[src/rtl/arctan2_arbiter_if.sv]
// Request, core-side and result signals shared between the arbiter and its neighbours.
interface arctan2_arbiter_if #(
  parameter int DIN_WIDTH  = 16,
  parameter int DOUT_WIDTH = 16,
  parameter int N_CH       = 4
);
  localparam int CW = (N_CH > 1) ? $clog2(N_CH) : 1;

  logic [N_CH*DIN_WIDTH-1:0] req_x;
  logic [N_CH*DIN_WIDTH-1:0] req_y;
  logic [N_CH-1:0]           req_valid;
  logic [N_CH-1:0]           req_ready;
  logic [DIN_WIDTH-1:0]      core_x;
  logic [DIN_WIDTH-1:0]      core_y;
  logic                      core_valid;
  logic                      core_ready;
  logic [DOUT_WIDTH-1:0]     core_dout;
  logic                      core_dout_valid;
  logic [DOUT_WIDTH-1:0]     dout;
  logic [CW-1:0]             dout_ch;
  logic                      dout_valid;
  logic                      tag_err;

  modport slave (
    input  req_x, req_y, req_valid, core_ready, core_dout, core_dout_valid,
    output req_ready, core_x, core_y, core_valid, dout, dout_ch, dout_valid, tag_err
  );

  modport master (
    output req_x, req_y, req_valid, core_ready, core_dout, core_dout_valid,
    input  req_ready, core_x, core_y, core_valid, dout, dout_ch, dout_valid, tag_err
  );
endinterface

[src/rtl/arctan2_arbiter.sv]
// Round-robin sharing of one in-order arctan2 core among N_CH requesters;
// an in-order tag FIFO returns each core result with its originating channel.
module arctan2_arbiter #(
  parameter int DIN_WIDTH  = 16,
  parameter int DOUT_WIDTH = 16,
  parameter int N_CH       = 4,
  parameter int TAG_DEPTH  = 3
) (
  input  logic             clk,
  input  logic             rst,
  arctan2_arbiter_if.slave io_bus
);
  localparam int CW    = (N_CH > 1) ? $clog2(N_CH) : 1;
  localparam int N_TAG = 2 ** TAG_DEPTH;
  localparam logic [TAG_DEPTH:0]   CNT_FULL = (TAG_DEPTH + 1)'(N_TAG);
  localparam logic [TAG_DEPTH:0]   CNT_ONE  = (TAG_DEPTH + 1)'(1);
  localparam logic [TAG_DEPTH-1:0] PTR_ONE  = TAG_DEPTH'(1);

  typedef enum logic {ARB, ISSUE} state_t;

  state_t                r_state;
  state_t                w_state_next;
  logic [CW-1:0]         r_ptr;
  logic [DIN_WIDTH-1:0]  r_core_x;
  logic [DIN_WIDTH-1:0]  r_core_y;
  logic                  r_core_valid;
  logic [DOUT_WIDTH-1:0] r_dout;
  logic [CW-1:0]         r_dout_ch;
  logic                  r_dout_valid;
  logic                  r_tag_err;
  logic [CW-1:0]         r_tag_mem [N_TAG];
  logic [TAG_DEPTH-1:0]  r_wr_ptr;
  logic [TAG_DEPTH-1:0]  r_rd_ptr;
  logic [TAG_DEPTH:0]    r_count;

  logic [DIN_WIDTH-1:0]  w_req_x [N_CH];
  logic [DIN_WIDTH-1:0]  w_req_y [N_CH];
  logic [N_CH-1:0]       w_req_ready;
  logic [CW:0]           w_idx;
  logic [CW-1:0]         w_win;
  logic [CW-1:0]         w_ptr_next;
  logic                  w_any;
  logic                  w_full;
  logic                  w_grant;
  logic                  w_pop;

  genvar gi;
  generate
    for (gi = 0; gi < N_CH; gi++) begin : g_unpack
      assign w_req_x[gi] = io_bus.req_x[gi*DIN_WIDTH +: DIN_WIDTH];
      assign w_req_y[gi] = io_bus.req_y[gi*DIN_WIDTH +: DIN_WIDTH];
    end
  endgenerate

  // First valid channel at or after the pointer, wrapping modulo N_CH.
  always_comb begin
    w_win = '0;
    w_any = 1'b0;
    w_idx = '0;
    for (int k = 0; k < N_CH; k++) begin
      w_idx = {1'b0, r_ptr} + (CW + 1)'(k);
      if (w_idx >= (CW + 1)'(N_CH)) begin
        w_idx = w_idx - (CW + 1)'(N_CH);
      end
      if (!w_any && io_bus.req_valid[w_idx[CW-1:0]]) begin
        w_any = 1'b1;
        w_win = w_idx[CW-1:0];
      end
    end
  end

  assign w_full     = (r_count == CNT_FULL);
  assign w_grant    = (r_state == ARB) && !rst && io_bus.core_ready && !w_full && w_any;
  assign w_pop      = io_bus.core_dout_valid && (r_count != '0);
  assign w_ptr_next = (w_win == CW'(N_CH - 1)) ? '0 : w_win + CW'(1);

  always_comb begin
    w_state_next = r_state;
    w_req_ready  = '0;
    case (r_state)
      ARB: begin
        if (w_grant) begin
          w_state_next       = ISSUE;
          w_req_ready[w_win] = 1'b1;
        end
      end
      ISSUE:   w_state_next = ARB;
      default: w_state_next = ARB;
    endcase
  end

  always_ff @(posedge clk or posedge rst) begin
    if (rst) begin
      r_state      <= ARB;
      r_ptr        <= '0;
      r_core_x     <= '0;
      r_core_y     <= '0;
      r_core_valid <= 1'b0;
      r_dout       <= '0;
      r_dout_ch    <= '0;
      r_dout_valid <= 1'b0;
      r_tag_err    <= 1'b0;
      r_wr_ptr     <= '0;
      r_rd_ptr     <= '0;
      r_count      <= '0;
    end else begin
      r_state      <= w_state_next;
      r_core_valid <= w_grant;
      r_dout_valid <= w_pop;
      if (w_grant) begin
        r_core_x <= w_req_x[w_win];
        r_core_y <= w_req_y[w_win];
        r_ptr    <= w_ptr_next;
        r_wr_ptr <= r_wr_ptr + PTR_ONE;
      end
      if (w_pop) begin
        r_dout    <= io_bus.core_dout;
        r_dout_ch <= r_tag_mem[r_rd_ptr];
        r_rd_ptr  <= r_rd_ptr + PTR_ONE;
      end
      if (w_grant && !w_pop) begin
        r_count <= r_count + CNT_ONE;
      end else if (!w_grant && w_pop) begin
        r_count <= r_count - CNT_ONE;
      end
      // A result with no outstanding tag cannot be attributed; drop it and flag.
      if (io_bus.core_dout_valid && (r_count == '0)) begin
        r_tag_err <= 1'b1;
      end
    end
  end

  always_ff @(posedge clk) begin
    if (w_grant) begin
      r_tag_mem[r_wr_ptr] <= w_win;
    end
  end

  assign io_bus.req_ready  = w_req_ready;
  assign io_bus.core_x     = r_core_x;
  assign io_bus.core_y     = r_core_y;
  assign io_bus.core_valid = r_core_valid;
  assign io_bus.dout       = r_dout;
  assign io_bus.dout_ch    = r_dout_ch;
  assign io_bus.dout_valid = r_dout_valid;
  assign io_bus.tag_err    = r_tag_err;
endmodule
[src/flat_wrapper.sv]
// flat-port wrapper written by rule: the top's interface ports become plain ports
module arctan2_arbiter_flat 
#(
  parameter int DIN_WIDTH  = 16,
  parameter int DOUT_WIDTH = 16,
  parameter int N_CH       = 4,
  parameter int TAG_DEPTH  = 3
)
  (clk, rst, io_bus_req_x, io_bus_req_y, io_bus_req_valid, io_bus_core_ready, io_bus_core_dout, io_bus_core_dout_valid, io_bus_req_ready, io_bus_core_x, io_bus_core_y, io_bus_core_valid, io_bus_dout, io_bus_dout_ch, io_bus_dout_valid, io_bus_tag_err);
  arctan2_arbiter_if #(.DIN_WIDTH(DIN_WIDTH), .DOUT_WIDTH(DOUT_WIDTH), .N_CH(N_CH)) io_bus_i ();
  input  logic clk;
  input  logic rst;
  input wire logic [$bits(io_bus_i.req_x)-1:0] io_bus_req_x;
  input wire logic [$bits(io_bus_i.req_y)-1:0] io_bus_req_y;
  input wire logic [$bits(io_bus_i.req_valid)-1:0] io_bus_req_valid;
  input wire logic [$bits(io_bus_i.core_ready)-1:0] io_bus_core_ready;
  input wire logic [$bits(io_bus_i.core_dout)-1:0] io_bus_core_dout;
  input wire logic [$bits(io_bus_i.core_dout_valid)-1:0] io_bus_core_dout_valid;
  output wire logic [$bits(io_bus_i.req_ready)-1:0] io_bus_req_ready;
  output wire logic [$bits(io_bus_i.core_x)-1:0] io_bus_core_x;
  output wire logic [$bits(io_bus_i.core_y)-1:0] io_bus_core_y;
  output wire logic [$bits(io_bus_i.core_valid)-1:0] io_bus_core_valid;
  output wire logic [$bits(io_bus_i.dout)-1:0] io_bus_dout;
  output wire logic [$bits(io_bus_i.dout_ch)-1:0] io_bus_dout_ch;
  output wire logic [$bits(io_bus_i.dout_valid)-1:0] io_bus_dout_valid;
  output wire logic [$bits(io_bus_i.tag_err)-1:0] io_bus_tag_err;
  assign io_bus_i.req_x = io_bus_req_x;
  assign io_bus_i.req_y = io_bus_req_y;
  assign io_bus_i.req_valid = io_bus_req_valid;
  assign io_bus_i.core_ready = io_bus_core_ready;
  assign io_bus_i.core_dout = io_bus_core_dout;
  assign io_bus_i.core_dout_valid = io_bus_core_dout_valid;
  assign io_bus_req_ready = io_bus_i.req_ready;
  assign io_bus_core_x = io_bus_i.core_x;
  assign io_bus_core_y = io_bus_i.core_y;
  assign io_bus_core_valid = io_bus_i.core_valid;
  assign io_bus_dout = io_bus_i.dout;
  assign io_bus_dout_ch = io_bus_i.dout_ch;
  assign io_bus_dout_valid = io_bus_i.dout_valid;
  assign io_bus_tag_err = io_bus_i.tag_err;
  arctan2_arbiter #(.DIN_WIDTH(DIN_WIDTH), .DOUT_WIDTH(DOUT_WIDTH), .N_CH(N_CH), .TAG_DEPTH(TAG_DEPTH)) u_core (.clk(clk), .rst(rst), .io_bus(io_bus_i));
endmodule
[config.mk]
export PLATFORM = sky130hd
export DESIGN_NAME = arctan2_arbiter_flat
export DESIGN_NICKNAME = d
export VERILOG_FILES = /design/src/rtl/arctan2_arbiter_if.sv /design/src/rtl/arctan2_arbiter.sv /design/src/flat_wrapper.sv
export SDC_FILE = /design/constraint.sdc
export NUM_CORES = 1
export LEC_CHECK = 0
export BUFFER_PORTS_ARGS = -buffer_cell sky130_fd_sc_hd__buf_2
export CAP_MARGIN = 10
export CORE_MARGIN = 1
export CORE_UTILIZATION = 29
export CTS_CLUSTER_DIAMETER = 120
export DETAILED_ROUTE_END_ITERATION = 16
export PLACE_DENSITY = 0.56
export SLEW_MARGIN = 20
export SYNTH_ARGS = -nofsm -noshare
export SYNTH_HDL_FRONTEND = slang
export SYNTH_SLANG_ARGS = --single-unit
[constraint.sdc]
create_clock -name clk -period 3.17 [get_ports clk]
set_clock_uncertainty 0.15 [all_clocks]
set_input_delay 0.951 -clock clk [delete_from_list [all_inputs] [get_ports clk]]
set_output_delay 0.951 -clock clk [all_outputs]
set_load 0.01 [all_outputs]
==> results of run 1 <==
logic make-up after synthesis:
| family | share of synthesized area (%) |
|---|---|
| compound gates | 18.8 |
| fa+ha+maj | 2.93 |
| simple gates | 14.0 |
| buf+inv | 4.53 |
| mux | 11.1 |
| xor+xnor | 1.55 |
| flops | 47.1 |
metrics by stage:
step | TNS [ns] | util [%] | cell area, µm²
finish | -0.268 | 42.4 | 6440
CTS | -0.350 | 42.2 | 6420
global route | -0.421 | 42.4 | 6440
floorplan | -0.152 | - | 4590
global placement | -0.663 | 39.7 | 6040
detailed placement | -0.959 | 39.7 | 6040
registers in the layout, summed over array words and instances (netlist names):
signal / flops
u_core.io_bus.core_x: 16
u_core.io_bus.core_y: 16
u_core.io_bus.dout: 16
u_core.r_tag_mem: 16
u_core.r_count: 4
u_core.r_rd_ptr: 3
u_core.r_wr_ptr: 3
u_core.io_bus.dout_ch: 2
u_core.r_ptr: 2
u_core.io_bus.core_valid: 1
u_core.io_bus.dout_valid: 1
u_core.io_bus.tag_err: 1
u_core.r_state: 1
worst min-delay path, delay by kind of cell, from the launching register on:
kind             cells  cell delay, ns
flip-flops           1            0.34
AND/OR/NAND/NOR      2            0.10
routing by layer:
metal / track usage, % / vias up / wire [µm]
met2: 30.7 / 184 / 6840
li1: - / 2079 / -
met3: 3.37 / 16 / 949
met4: 7.07 / 0 / 284
met1: 21.8 / 2071 / 6150
met5: 0 / - / 0
timing repair:
item                       CTS  global route
pin swaps                    6             4
resized for setup           15             3
setup endpoints to repair    4             5
setup buffers                5             1
worst paths after layout:
| path | from | to | slack (ns) |
|---|---|---|---|
| setup / recovery | io_bus_req_valid[0] | io_bus_req_ready[2] | -0.09 |
| hold / removal | u_core.io_bus.dout[11] | u_core.io_bus.dout[11] | 0.32 |
| setup reg to reg | u_core.r_state | u_core.r_count[3] | 0.46 |
| hold reg to reg | u_core.io_bus.dout[11] | u_core.io_bus.dout[11] | 0.32 |
| max in group asynchronous | rst | u_core.io_bus.core_y[15] | 1.57 |
| min in group asynchronous | rst | u_core.io_bus.dout[9] | 0.57 |
synthesized netlist by cell type (all sizes together) (3+ instances only):
master	number	share of area, %
dfrtp	66	36
nand2	65	5.4
a21oi	38	4.2
a221o	33	7.3
mux2	33	8.2
o31ai	33	5.5
clkbuf	32	2.7
nand4	32	4.4
edfxtp	16	11
ha	9	2.5
inv	9	0.75
xnor2	8	1.5
buf	7	1.1
nor2	6	0.55
nor3	6	0.77
mux4	5	2.5
nand2b	5	0.69
o21ai	5	0.55
and2	4	0.55
nor3b	3	0.50
layout make-up:
cell class	instances	share of cell area, %
Tap cell	188	3.65
Multi-Input combinational cell	301	36.5
Clock inverter	7	0.835
Timing Repair Buffer	250	21.9
Inverter	9	0.563
Clock buffer	9	3.50
Sequential cell	82	33.1
power breakdown:
group | internal (mW) | switching (mW)
Combinational | 1.06 | 1.16
Sequential | 1.47 | 0.334
Clock | 0.534 | 0.440
==> flow_summary.toml, run 1 <==
[global_route]
first_global_vias = 4304
grt_start_max_net_pins = 44
overflow = 0
antenna_found_initial = 0
grt.total_usage_pct = 17.8
grt_pass1_wl_um = 22000

[detailed_routing]
drt_iter0_drc = 222
viasPerCell = 5.14
via_count = 4350
drc = 0
firstDrtPassIters = 4
routed_wl_um = 14200
wl_per_cell_um = 16.8
postRouteAntennaNets = 0

[worst_setup_path]
crit_family = "simple AND/OR/NAND/NOR gates"
reg2reg_depth = 12
path_depth = 8
path_class = "in2out"
setup.worst_path.start_class = "input port"
cp_slowest_cell = "o21a_4"
crit_buf_inv = 3
arrival_ns = 2.16
cp_cell_sequence = "buf_8, nor2b_4, o21a_4, nor3_4, inv_2, ha_4, and2_4, buf_6"
critPathMaxFanout = 4
crit_required_ns = 2.07
endpoint_kind = "output pin"
slowest_delay_ns = 0.22

[die]
die_x_um = 127
dieArea_mm2 = 0.0161
core-area_mm2 = 0.0152
rows = 45
die_y_um = 127
io_pins = 209
start_util_pct = 29.8

[synth]
synth_cells = 431
yosysWarningCount = 0
syn-num-nets = 593
synth_area_mm2 = 0.00453
syn_area_per_cell_um2 = 10.5
synth_seq_cells = 82
synthArstFlopShare_pct = 80.5
synth.distinct_cells = 39
synth_edf_count = 16
ys.flop_type = "dfrtp_1"
yosysSeqAreaShare_pct = 47.1

[placement]
place.gp.congestion = 0.810
io_buffers = 208
place_inst = 824
hpwlAfterDp_um = 9870
place_ws_ns = -0.165

[cells_and_area]
fillCellCount = 1506
layout-drive-gt1-share_pct = 45.9
fin_cells = 846
antennaDiodeCount = 0
area_delta_synth_final_pct = 42.3
regArea_mm2 = 0.00213
layout_commonest_cell = "buf_2"
layout_common_cells = "buf_2, dfrtp_1, nand2_1"
nets = 815
multi_input_area_mm2 = 0.00235

[cts]
cts_tree = "built"
root_buffer = "clkbuf_16"
cts_sinks = 82
clockBufferDepth = 2
cts_buffers = 9
cts_hold_buf = 0
worst_skew_pair.late_latency_ns = 0.34
cts.clk_slew.worst_paths_ns = 0.06
htree_num_levels = 3

[status]
violations = "setup timing"
outcome = "finished with violations"

[timing]
rsz0062_at_grt = "true"
fin_ws_ns = -0.0885
final_hold_viol_count = 0
whs_ns = 0.317
setup_violations = 4
finalMaxSlewViolations = 0
max-slew-margin-rel_pct = 50.4
period_share_pct = 103
tightest_slew_ns = 0.744
max_freq_mhz = 307
period_needed_ns = 3.26

[run]
cap_violations = 0

[power_and_ir_drop]
power_density_mw_per_mm2 = 777
ir_drop_uv = 280
total_power_mw = 5.01
p_leak_nw = 3.06

[min_path]
hold_class = "reg2reg"
hold_depth = 2
(Power assumes the default switching activity.)
==> run 2, diff against run 1 <==
--- a/config.mk
+++ b/config.mk
@@ -5,13 +5,13 @@
 export SDC_FILE = /design/constraint.sdc
 export NUM_CORES = 1
 export LEC_CHECK = 0
-export BUFFER_PORTS_ARGS = -buffer_cell sky130_fd_sc_hd__buf_2
 export CAP_MARGIN = 10
 export CORE_MARGIN = 1
 export CORE_UTILIZATION = 29
 export CTS_CLUSTER_DIAMETER = 120
 export DETAILED_ROUTE_END_ITERATION = 16
-export PLACE_DENSITY = 0.56
+export DONT_BUFFER_PORTS = 1
+export PLACE_DENSITY = 0.44
 export SLEW_MARGIN = 20
 export SYNTH_ARGS = -nofsm -noshare
 export SYNTH_HDL_FRONTEND = slang
==> flow_summary.toml, run 2 (same netlist as run 1, synthesis figures left out) <==
[power_and_ir_drop]
power_density_mw_per_mm2 = 906
total_power_mw = 4.78
p_leak_nw = 2.16
ir_drop_uv = 305

[cells_and_area]
layout-drive-gt1-share_pct = 17.0
fillCellCount = 1522
regArea_mm2 = 0.00213
design_area_mm2 = 0.00528
layout_common_cells = "dfrtp_1, nand2_1, a21oi_1"
multi_input_area_mm2 = 0.00231
layout_commonest_cell = "dfrtp_1"
nets = 592
area_delta_synth_final_pct = 16.6
antennaDiodeCount = 0

[detailed_routing]
routed_wl_um = 13200
wl_per_cell_um = 21.1
drc = 0
drt_iter0_drc = 114
via_count = 3541
viasPerCell = 5.68
firstDrtPassIters = 4
postRouteAntennaNets = 0

[min_path]
hold_class = "reg2reg"
hold_depth = 1

[timing]
finalMaxSlewViolations = 0
rsz0062_at_grt = "false"
max-slew-margin-rel_pct = 52.3
fin_ws_ns = 0.0441
period_needed_ns = 3.13
setup_violations = 0
tightest_slew_ns = 0.715
final_hold_viol_count = 0
fin_setup_tns_ns = 0
max_freq_mhz = 320
period_share_pct = 98.6

[cts]
root_buffer = "clkbuf_16"
htree_num_levels = 3
cts_sinks = 82
cts_buffers = 9
cts_tree = "built"
worst_skew_pair.late_latency_ns = 0.34
cts.clk_slew.worst_paths_ns = 0.06
clockBufferDepth = 2

[die]
dieArea_mm2 = 0.0161
io_pins = 209
core-area_mm2 = 0.0152
start_util_pct = 29.8
die_y_um = 127
die_x_um = 127
rows = 45

[global_route]
grt_start_max_net_pins = 44
use_met3_pct = 4.34
grt_busiest_layer = "met2"
overflow = 0
grt_pass1_wl_um = 20000
first_global_vias = 3630
antenna_found_initial = 0
grt.total_usage_pct = 16.7
met1_usage_pct = 20.8
use_met2_pct = 27.1

[placement]
placed_area_mm2 = 0.00491
place.gp.congestion = 0.714
place_ws_ns = -0.0129
io_buffers = 0
hpwlAfterDp_um = 9070

[worst_setup_path]
critPathMaxFanout = 7
crit_required_ns = 2.07
arrival_ns = 2.02
endpoint_kind = "output pin"
setup.worst_path.start_class = "input port"
path_class = "in2out"
reg2reg_depth = 8

[run]
cap_violations = 0

[status]
outcome = "completed"
==> run 2: cell types whose count changed in the layout (fill, tap and decap cells not counted), moves of 2 or more <==
cell        before  now
bufinv_16        0    2
clkbuf_8         0    2
buf_6            3    0
clkinvlp_4       3    1
ha_4             4    2
ha_1             5    7
buf_2          204    0
buf_4           40   25
==> run 2: where the power goes <==
part           total, mW  switching, mW  leakage (nW)  internal, mW
registers           2.00          0.521         0.957          1.48
logic               1.62          0.853          1.04         0.766
clock network       1.17          0.433         0.162         0.737
total               4.78           1.81          2.16          2.98
==> run 2: final cells by class <==
class                      count  area share [%]
timing repair buffer          27            4.31
clock inverter                 5            1.61
multi-input combinational    301            43.8
tap                          188            4.45
sequential                    82            40.4
clock buffer                  11            4.79
inverter                       9           0.687
==> run 2: through the flow <==
step                      instances  hold WS [ns]  util (%)
after detailed placement        604         0.384      32.3
after floorplan                 431         0.354         -
final                           623         0.395      34.7
after global routing            623         0.421      34.7
after global placement          604         0.376      32.3
after CTS                       620         0.399      34.5
==> run 2: timing repair <==
item	CTS	global route
hold buffers	0	0
hold endpoints to repair	0	0
setup endpoints to repair	0	4
resized for setup	0	3
buffers inserted	0	3
==> run 2: path summary, 6_finish.rpt <==
| path | to | slack, ns | from |
|---|---|---|---|
| max reg2reg | u_core.io_bus.core_x[3] | 0.55 | u_core.r_ptr[0] |
| max | io_bus_req_ready[1] | 0.04 | io_bus_req_valid[0] |
| min reg2reg | u_core.r_rd_ptr[2] | 0.39 | u_core.r_rd_ptr[2] |
| max in group asynchronous | u_core.r_wr_ptr[0] | 1.81 | rst |
| min in group asynchronous | u_core.io_bus.dout_ch[1] | 0.42 | rst |
| min | u_core.r_rd_ptr[2] | 0.39 | u_core.r_rd_ptr[2] |
==> run 2: routing by layer <==
metal  vias up  routed length (µm)
li1       1639                   -
met1      1711                5630
met2       177                6220
met3        14                1050
met4         0                 249
met5         -                   0
==> run 2: worst max-delay path: stages <==
cell	delay, ns
nor2b_1	0.14
o21a_4	0.21
nor3_4	0.28
buf_4	0.16
ha_1	0.12
and2_1	0.16
